$ cat config.mk
export PLATFORM = sky130hd
export DESIGN_NAME = mem_stream_reader
export DESIGN_NICKNAME = d
export VERILOG_FILES = /design/src/rtl/mem_rd_pkg.sv /design/src/rtl/mem_rd_fifo2.sv /design/src/rtl/mem_stream_reader.sv
export SDC_FILE = /design/constraint.sdc
export NUM_CORES = 1
export LEC_CHECK = 0
export ABC_CLOCK_PERIOD_IN_PS = 2600
export CORE_MARGIN = 8
export CORE_UTILIZATION = 45
export DETAILED_ROUTE_END_ITERATION = 10
export PLACE_DENSITY = 0.82
export SETUP_SLACK_MARGIN = 0.02
export SYNTH_ARGS = -nofsm -noshare
export SYNTH_HDL_FRONTEND = slang
export SYNTH_HIERARCHICAL = 1
export SYNTH_SLANG_ARGS = --single-unit
export TNS_END_PERCENT = 1
$ cat constraint.sdc
create_clock -name clk_i -period 2.6 [get_ports clk_i]
set_input_delay 0.52 -clock clk_i [delete_from_list [all_inputs] [get_ports clk_i]]
set_output_delay 0.52 -clock clk_i [all_outputs]
set_load 0.005 [all_outputs]
$ cat src/rtl/mem_rd_pkg.sv
// Shared types and sizing for mem_stream_reader and its FIFO.
// Optional last-word flag is enabled by defining MEM_RD_LAST_EN.
package mem_rd_pkg;

    localparam int DEF_RAM_DEPTH = 512;
    localparam int DEF_RAM_ADDRW = $clog2(DEF_RAM_DEPTH);
    localparam int DEF_RAM_WIDTH = 32;
    localparam int DEF_LEN_W     = DEF_RAM_ADDRW + 1;

    typedef enum logic [1:0] {IDLE, READ, DRAIN, DONE} rd_state_t;

    // One extra bit so a command can cover the whole RAM.
    function automatic int len_width(input int depth);
        return $clog2(depth) + 1;
    endfunction

endpackage

$ cat src/rtl/mem_rd_fifo2.sv
// Two-entry skid FIFO between RAM read capture and the output stream.
module mem_rd_fifo2 #(
    parameter int WIDTH = 32
) (
    input  logic             clk_i,
    input  logic             rst_i,
    input  logic             push_i,
    input  logic [WIDTH-1:0] push_data_i,
    input  logic             pop_i,
    output logic [WIDTH-1:0] head_o,
    output logic [1:0]       count_o
);

    logic       rd_ptr_reg;
    logic       wr_ptr_reg;
    logic [1:0] count_reg;

    genvar gi;
    generate
        for (gi = 0; gi < 2; gi++) begin : g_slot
            logic [WIDTH-1:0] slot_reg;
            always_ff @(posedge clk_i) begin
                if (rst_i) begin
                    slot_reg <= '0;
                end else if (push_i && (wr_ptr_reg == 1'(gi))) begin
                    slot_reg <= push_data_i;
                end
            end
        end
    endgenerate

    // When full, push and pop target the same slot: the head is read before it is overwritten.
    always_ff @(posedge clk_i) begin
        if (rst_i) begin
            rd_ptr_reg <= 1'b0;
            wr_ptr_reg <= 1'b0;
            count_reg  <= 2'd0;
        end else begin
            if (push_i) wr_ptr_reg <= ~wr_ptr_reg;
            if (pop_i)  rd_ptr_reg <= ~rd_ptr_reg;
            case ({push_i, pop_i})
                2'b10:   count_reg <= count_reg + 2'd1;
                2'b01:   count_reg <= count_reg - 2'd1;
                default: count_reg <= count_reg;
            endcase
        end
    end

    assign head_o  = rd_ptr_reg ? g_slot[1].slot_reg : g_slot[0].slot_reg;
    assign count_o = count_reg;

endmodule

$ cat src/rtl/mem_stream_reader.sv
// Walks {base,len} over the weight RAM with wrap-around and streams the words out.
// Define MEM_RD_LAST_EN to add m_last_o marking the final word of each command.
module mem_stream_reader
    import mem_rd_pkg::*;
#(
    parameter int RAM_DEPTH = DEF_RAM_DEPTH,
    parameter int RAM_ADDRW = $clog2(RAM_DEPTH),
    parameter int RAM_WIDTH = DEF_RAM_WIDTH,
    parameter int LEN_W     = RAM_ADDRW + 1
) (
    input  logic                 clk_i,
    input  logic                 rst_i,
    input  logic                 cmd_valid_i,
    output logic                 cmd_ready_o,
    input  logic [RAM_ADDRW-1:0] cmd_base_i,
    input  logic [LEN_W-1:0]     cmd_len_i,
    input  logic                 wr_busy_i,
    output logic [RAM_ADDRW-1:0] ram_rd_addr_o,
    input  logic [RAM_WIDTH-1:0] ram_rd_data_i,
    output logic                 m_valid_o,
    input  logic                 m_ready_i,
    output logic [RAM_WIDTH-1:0] m_data_o,
    output logic                 busy_o,
`ifdef MEM_RD_LAST_EN
    output logic                 m_last_o,
`endif
    output logic                 done_o
);

`ifdef MEM_RD_LAST_EN
    localparam int FIFO_W = RAM_WIDTH + 1;
`else
    localparam int FIFO_W = RAM_WIDTH;
`endif

    rd_state_t            state_reg;
    logic [RAM_ADDRW-1:0] addr_reg;
    logic [LEN_W-1:0]     rem_reg;
    logic                 cmd_ready_reg;
    logic                 busy_reg;
    logic                 done_reg;

    logic                 issue;
    logic                 pop;
    logic [1:0]           fifo_cnt;
    logic [FIFO_W-1:0]    push_data;
    logic [FIFO_W-1:0]    head;

    assign pop   = m_valid_o && m_ready_i;
    // Read data is not valid while the write port is active, so no capture then.
    assign issue = (state_reg == READ) && !wr_busy_i && ((fifo_cnt < 2'd2) || pop);

`ifdef MEM_RD_LAST_EN
    assign push_data = {(rem_reg == LEN_W'(1)), ram_rd_data_i};
    assign m_data_o  = head[RAM_WIDTH-1:0];
    assign m_last_o  = head[RAM_WIDTH];
`else
    assign push_data = ram_rd_data_i;
    assign m_data_o  = head;
`endif

    mem_rd_fifo2 #(.WIDTH(FIFO_W)) u_fifo (
        .clk_i       (clk_i),
        .rst_i       (rst_i),
        .push_i      (issue),
        .push_data_i (push_data),
        .pop_i       (pop),
        .head_o      (head),
        .count_o     (fifo_cnt)
    );

    always_ff @(posedge clk_i) begin
        if (rst_i) begin
            state_reg     <= IDLE;
            addr_reg      <= '0;
            rem_reg       <= '0;
            cmd_ready_reg <= 1'b1;
            busy_reg      <= 1'b0;
            done_reg      <= 1'b0;
        end else begin
            case (state_reg)
                IDLE: begin
                    if (cmd_valid_i) begin
                        addr_reg      <= cmd_base_i;
                        rem_reg       <= cmd_len_i;
                        cmd_ready_reg <= 1'b0;
                        busy_reg      <= 1'b1;
                        if (cmd_len_i == '0) begin
                            state_reg <= DONE;
                            done_reg  <= 1'b1;
                        end else begin
                            state_reg <= READ;
                        end
                    end
                end
                READ: begin
                    if (issue) begin
                        addr_reg <= (addr_reg == RAM_ADDRW'(RAM_DEPTH - 1)) ? '0
                                                                            : addr_reg + RAM_ADDRW'(1);
                        rem_reg  <= rem_reg - LEN_W'(1);
                        if (rem_reg == LEN_W'(1)) state_reg <= DRAIN;
                    end
                end
                DRAIN: begin
                    // Leave as soon as the FIFO will be empty so done follows the last pop directly.
                    if ((fifo_cnt == 2'd0) || ((fifo_cnt == 2'd1) && pop)) begin
                        state_reg <= DONE;
                        done_reg  <= 1'b1;
                    end
                end
                DONE: begin
                    state_reg     <= IDLE;
                    done_reg      <= 1'b0;
                    busy_reg      <= 1'b0;
                    cmd_ready_reg <= 1'b1;
                end
                default: state_reg <= IDLE;
            endcase
        end
    end

    assign cmd_ready_o   = cmd_ready_reg;
    assign busy_o        = busy_reg;
    assign done_o        = done_reg;
    assign ram_rd_addr_o = addr_reg;
    assign m_valid_o     = (fifo_cnt != 2'd0);

endmodule

==> impl_metrics.tcl, run 1 <==
set metrics [dict create \
    synth.distinct_cells 48 \
    relSlewSlack_pct 65.8 \
    nFillCells 853 \
    cts_resized 0 \
    numClockSinks 92 \
    reg2reg_slack_ns 0.29 \
    ys_async_sr_fraction_pct 0 \
    port_buffers 100 \
    die_w_um 115 \
    synth.avg_cell_area_um2 8.18 \
    nets 687 \
    drive_above_1_share_pct 13.1 \
    clockRootBuffer "clkbuf_8" \
    internal_power_mw 3.11 \
    syn_inst 535 \
    vias 4060 \
    grt_pass1_vias 3980 \
    pre_cts_slack_ns 0.169 \
    hold_start "u_fifo/g_slot[1].slot_reg[22]$_SDFFE_PP0P_" \
    yosys-top-cells-count "nand2_1, dfxtp_1, a21oi_1, mux2_2, nor2_1" \
    rsz0062_at_grt "no" \
    finalMaxSlewViolations 0 \
    fmax_mhz 420 \
    clkPwrFrac_pct 20.4 \
    wl_met3_um 901 \
    pwr-share-comb_pct 41.2 \
    crit_arrival_ns 1.86 \
    firstDrtPassIters 5 \
    seq_area_um2 1840 \
    seqPwrFrac_pct 38.5 \
    synth-seq-cells 92 \
    yosys_warnings 6 \
    ioPinCount 101 \
    dieArea_um2 13100 \
    switching_share_pct 36.9 \
    startpoint "u_fifo/rd_ptr_reg$_SDFFE_PP0P_" \
    hold_path_depth 2 \
    die_h_um 115 \
    min_period_ns 2.38 \
    placed_area_um2 5430 \
    rows 36 \
    whs_ns 0.456 \
    holdBufCountCts 0 \
    largest_reg_flops 64 \
    r2r_cells 10 \
    clock_latency_ns 0.37 \
    start_util_pct 45.6 \
    final_util_pct 58.7 \
    fin_skew_ns 0.00836 \
    fin_ws_ns 0.221 \
    drc_errors 0 \
    grt_usage_pct 17.7 \
    yosysTopAreaCell "dfxtp_1" \
    fin_cells 759 \
    status "finished, final reports clean" \
    grt_pass1_wl_um 18900 \
    hold_end "u_fifo/g_slot[1].slot_reg[22]$_SDFFE_PP0P_" \
    htreeDepth 3 \
    top_layer "met4" \
    synth_most_common_cell "nand2_1" \
    place.gp.congestion 0.891 \
    p_leak_nw 2.01 \
    area_growth_pct 28.7 \
    cp-start-kind "register" \
    vias_per_cell 5.35 \
    dr_wl_met2_um 5610 \
    clock_path_buffers 2 \
    switching_power_mw 1.82 \
    r2r_end "ram_rd_addr_o[5]$_SDFFE_PP0P_" \
    syn_area_um2 4380 \
    crit_fanout 32 \
    yosys_most_used_dff "dfxtp_1" \
    ir_drop_v 0.000520 \
    cts_tree "yes" \
    finalSetupViolCount 0 \
    tightest_slew_ns 0.508 \
    postLayoutCellArea_um2 5630 \
    syn_nets 601 \
    clk_pin_slew_worst_paths_ns 0.09 \
    dr.first_iter.drc_count 255 \
    routed_wl_um 11600 \
    antenna_found_initial 0 \
    fin_total_pwr_mw 4.93 \
    period_share_pct 91.5 \
    synth_edf_count 0 \
    diodes 0 \
    grt_max_degree 43 \
    hp-class "reg -> reg" \
    synthDominantCellAreaShare_pct 42.1 \
    crit_type "reg -> out" \
    cts_made_buffers 9 \
    core_um2 9590 \
    ys_seq_area_share_pct 42.1 \
    overflow 0 \
    postRouteAntennaNets 0 \
    dp_hpwl_um 7940 \
    hold_violations 0 \
    drt-met1-wl_um 4970 \
    maxCapViolCount 0 \
    postCtsSetupRepairBufs 0 \
    netlist_top_cells_area "dfxtp_1, nand2_1, a21oi_1" \
    dp_cells 743 \
    r2r-start "ram_rd_addr_o[0]$_SDFFE_PP0P_" \
    powerDensity_nw_per_um2 875 \
    cp-end-kind "output pin" \
    wire_per_inst_um 15.3 \
    multi_input_area_um2 2250 \
    fin_setup_tns_ns 0 \
    required_ns 2.08 \
]
worst max-delay path: stages (launching register included):
cell and delay [ns]:
dfxtp_1 0.40, buf_12 0.24, mux2_2 0.36, clkdlybuf4s50_1 0.48
how the worst max path moves through the flow:
stage                                      to  cells after the start  slack [ns]
2_1_floorplan  u_fifo/count_o[1]$_SDFFE_PP0P_                      9        0.55
4_1_cts                          m_data_o[30]                      3        0.20
3_3_place_gp   u_fifo/count_o[1]$_SDFFE_PP0P_                      8        0.28
3_5_place_dp   u_fifo/count_o[1]$_SDFFE_PP0P_                      8        0.17
5_1_grt                          m_data_o[30]                      3        0.14
6_report                         m_data_o[30]                      3        0.22
cells by family after synthesis:
| logic type | after synthesis | share of synthesized area, % |
|---|---|---|
| compound gates | 135 | 18.3 |
| fa+ha+maj | 10 | 2.86 |
| mux | 34 | 8.72 |
| simple gates | 213 | 20.7 |
| flops | 92 | 42.1 |
| xor+xnor | 4 | 0.800 |
| buf+inv | 47 | 6.54 |
power groups by stage:
stage	logic, mW	clock network (mW)	registers, mW
global route	2.25	1.08	1.94
finish	2.03	1.00	1.90
CTS	2.03	1.03	1.89
global placement	1.96	0	1.90
floorplan	1.34	0	1.87
detailed placement	2.01	0	1.92
metal layers:
layer	track usage [%]	vias to the layer above
li1	-	1999
met1	20.2	1890
met2	30.6	155
met3	5.43	16
met4	6.21	0
met5	0	-
cell usage in the layout, fill, tap and decap left out, drive strengths merged, types with 3 or more instances in the layout:
cell	n
a31oi	3
nor2	20
a31o	3
and3	3
buf	14
nand3	6
a211oi	4
a21oi	89
mux2	33
o21ai	17
clkbuf	9
clkinv	3
nor3	10
and2	4
ha	10
clkdlybuf4s50	99
a221oi	3
nand2	150
inv	12
dfxtp	92
nor4	5
nand2b	5
final cells by class:
class / instances / share of cell area, %
Multi-Input combinational cell: 396 / 40.0
Inverter: 9 / 0.600
Timing Repair Buffer: 113 / 20.1
Clock buffer: 9 / 2.20
Tap cell: 133 / 2.95
Sequential cell: 92 / 32.7
Clock inverter: 7 / 1.49
(Power assumes the default switching activity.)
==> run 2: changes to the inputs <==
--- a/config.mk
+++ b/config.mk
@@ -6,6 +6,7 @@
 export NUM_CORES = 1
 export LEC_CHECK = 0
 export ABC_CLOCK_PERIOD_IN_PS = 2600
+export CAP_MARGIN = 25
 export CORE_MARGIN = 8
 export CORE_UTILIZATION = 45
 export DETAILED_ROUTE_END_ITERATION = 10
==> results of run 2 <==
No change in the layout: final DEF, timing and power equal those of run 1.
==> run 3: changes to the inputs <==
--- a/config.mk
+++ b/config.mk
@@ -8,9 +8,10 @@
 export ABC_CLOCK_PERIOD_IN_PS = 2600
 export CAP_MARGIN = 25
 export CORE_MARGIN = 8
-export CORE_UTILIZATION = 45
+export CORE_UTILIZATION = 47
 export DETAILED_ROUTE_END_ITERATION = 10
-export PLACE_DENSITY = 0.82
+export GPL_ROUTABILITY_DRIVEN = 0
+export PLACE_DENSITY = 0.85
 export SETUP_SLACK_MARGIN = 0.02
 export SYNTH_ARGS = -nofsm -noshare
 export SYNTH_HDL_FRONTEND = slang
==> run 3 against run 2 <==
Against the previous run:
- via count decreased by 0.62%
- global-route usage rose by 0.25 points
- worst hold slack better by 0.0014 ns
- routed wire length is 2.1% lower
==> impl_metrics.tcl, run 3 (synthesis results as in run 1) <==
set metrics [dict create \
    core_um2 9150 \
    diodes 0 \
    tightest_slew_ns 0.539 \
    holdBufCountCts 0 \
    drc_errors 0 \
    start_util_pct 47.8 \
    finalMaxSlewViolations 0 \
    fin_total_pwr_mw 4.86 \
    placed_area_um2 5400 \
    fin_setup_tns_ns 0 \
    antenna_found_initial 0 \
    clockRootBuffer "clkbuf_8" \
    port_buffers 100 \
    clock_latency_ns 0.36 \
    dr.first_iter.drc_count 193 \
    vias 4035 \
    grt_usage_pct 18.0 \
    drive_above_1_share_pct 13.0 \
    fin_skew_ns 0.0143 \
    clk_pin_slew_worst_paths_ns 0.11 \
    period_share_pct 90.7 \
    dieArea_um2 12700 \
    p_leak_nw 2.01 \
    crit_fanout 32 \
    whs_ns 0.458 \
    slowest_stage "clkdlybuf4s50_1" \
    endpoint "m_data_o[8]" \
    vias_per_cell 5.48 \
    largest_reg_flops 64 \
    firstDrtPassIters 4 \
    grt_pass1_vias 4138 \
    ioPinCount 101 \
    dp_hpwl_um 7890 \
    min_period_ns 2.36 \
    die_w_um 113 \
    routed_wl_um 11400 \
    r2r-start "ram_rd_addr_o[0]$_SDFFE_PP0P_" \
    area_growth_pct 27.7 \
    reg2reg_slack_ns 0.36 \
    hold_violations 0 \
    postCtsSetupRepairBufs 0 \
    crit_arrival_ns 1.84 \
    fmax_mhz 424 \
    crit_type "reg -> out" \
    mostFrequentLayoutCell "nand2_1" \
    cpPeakStageDelay_ns 0.46 \
    cts_tree "yes" \
    postLayoutCellArea_um2 5590 \
    hp-class "reg -> reg" \
    r2r_end "ram_rd_addr_o[5]$_SDFFE_PP0P_" \
    grt_pass1_wl_um 19100 \
    numClockSinks 92 \
    finalSetupViolCount 0 \
    cts_resized 0 \
    die_h_um 113 \
    clock_path_buffers 2 \
    ir_drop_v 0.000615 \
    rsz0062_at_grt "no" \
    nFillCells 778 \
    relSlewSlack_pct 63.8 \
    startpoint "u_fifo/rd_ptr_reg$_SDFFE_PP0P_" \
    cp-end-kind "output pin" \
    cp-start-kind "register" \
    cp_cell_sequence "buf_12 > mux2_2 > clkdlybuf4s50_1" \
    maxCapViolCount 0 \
    r2r_cells 10 \
    overflow 0 \
    wire_per_inst_um 15.5 \
    grt_max_degree 73 \
    cts_made_buffers 9 \
    postRouteAntennaNets 0 \
    powerDensity_nw_per_um2 869 \
    htreeDepth 3 \
    status "finished, final reports clean" \
    final_cell_mix "nand2_1, clkdlybuf4s50_1, dfxtp_1" \
    rows 35 \
    nets 686 \
    required_ns 2.08 \
]
[run 3: layer usage]
metal / vias up / GRT usage, % / part of all wire, %
met3: 7 / 5.80 / 7.3
li1: 1993 / - / -
met2: 128 / 32.3 / 50
met1: 1907 / 19.9 / 41
met5: - / 0 / 0
met4: 0 / 4.95 / 0.88
[run 3: area by class of cell]
class	instances	area [um2]	share of cell area (%)
clock buffer	9	124	2.22
clock inverter	7	65.1	1.16
inverter	9	33.8	0.604
multi-input combinational	396	2250	40.3
sequential	92	1840	32.9
tap	111	139	2.48
timing repair buffer	112	1140	20.3
[run 3: critical path, delay by kind of cell (launching register included)]
family                 cells  cell delay [ns]
muxes                      1             0.37
DFF                        1             0.40
buffers and inverters      2             0.70
[run 3: metrics by stage]
| stage | worst slack [ns] | util [%] | cells |
|---|---|---|---|
| after floorplan | 0.553 | - | 535 |
| after global placement | 0.283 | 59.0 | 720 |
| after detailed placement | 0.209 | 59.0 | 720 |
| after CTS | 0.214 | 61.1 | 736 |
| after global routing | 0.147 | 61.1 | 736 |
| final | 0.241 | 61.1 | 736 |
[run 3: worst min-delay path by stage]
stage | start | end | slack, ns | depth (start not counted)
2_1_floorplan | u_fifo/g_slot[1].slot_reg[0]$_SDFFE_PP0P_ | u_fifo/g_slot[1].slot_reg[0]$_SDFFE_PP0P_ | 0.43 | 2
3_3_place_gp | u_fifo/g_slot[1].slot_reg[31]$_SDFFE_PP0P_ | u_fifo/g_slot[1].slot_reg[31]$_SDFFE_PP0P_ | 0.44 | 2
3_5_place_dp | u_fifo/g_slot[0].slot_reg[17]$_SDFFE_PP0P_ | u_fifo/g_slot[0].slot_reg[17]$_SDFFE_PP0P_ | 0.45 | 2
4_1_cts | u_fifo/g_slot[0].slot_reg[17]$_SDFFE_PP0P_ | u_fifo/g_slot[0].slot_reg[17]$_SDFFE_PP0P_ | 0.46 | 2
5_1_grt | u_fifo/g_slot[0].slot_reg[17]$_SDFFE_PP0P_ | u_fifo/g_slot[0].slot_reg[17]$_SDFFE_PP0P_ | 0.48 | 2
6_report | u_fifo/g_slot[0].slot_reg[26]$_SDFFE_PP0P_ | u_fifo/g_slot[0].slot_reg[26]$_SDFFE_PP0P_ | 0.46 | 2
[run 3: report_power, final]
part	internal [mW]	total (mW)	leakage, nW	switching (mW)
registers	1.67	1.90	0.748	0.231
clock network	0.375	0.921	0.0999	0.546
logic	0.979	2.03	1.16	1.06
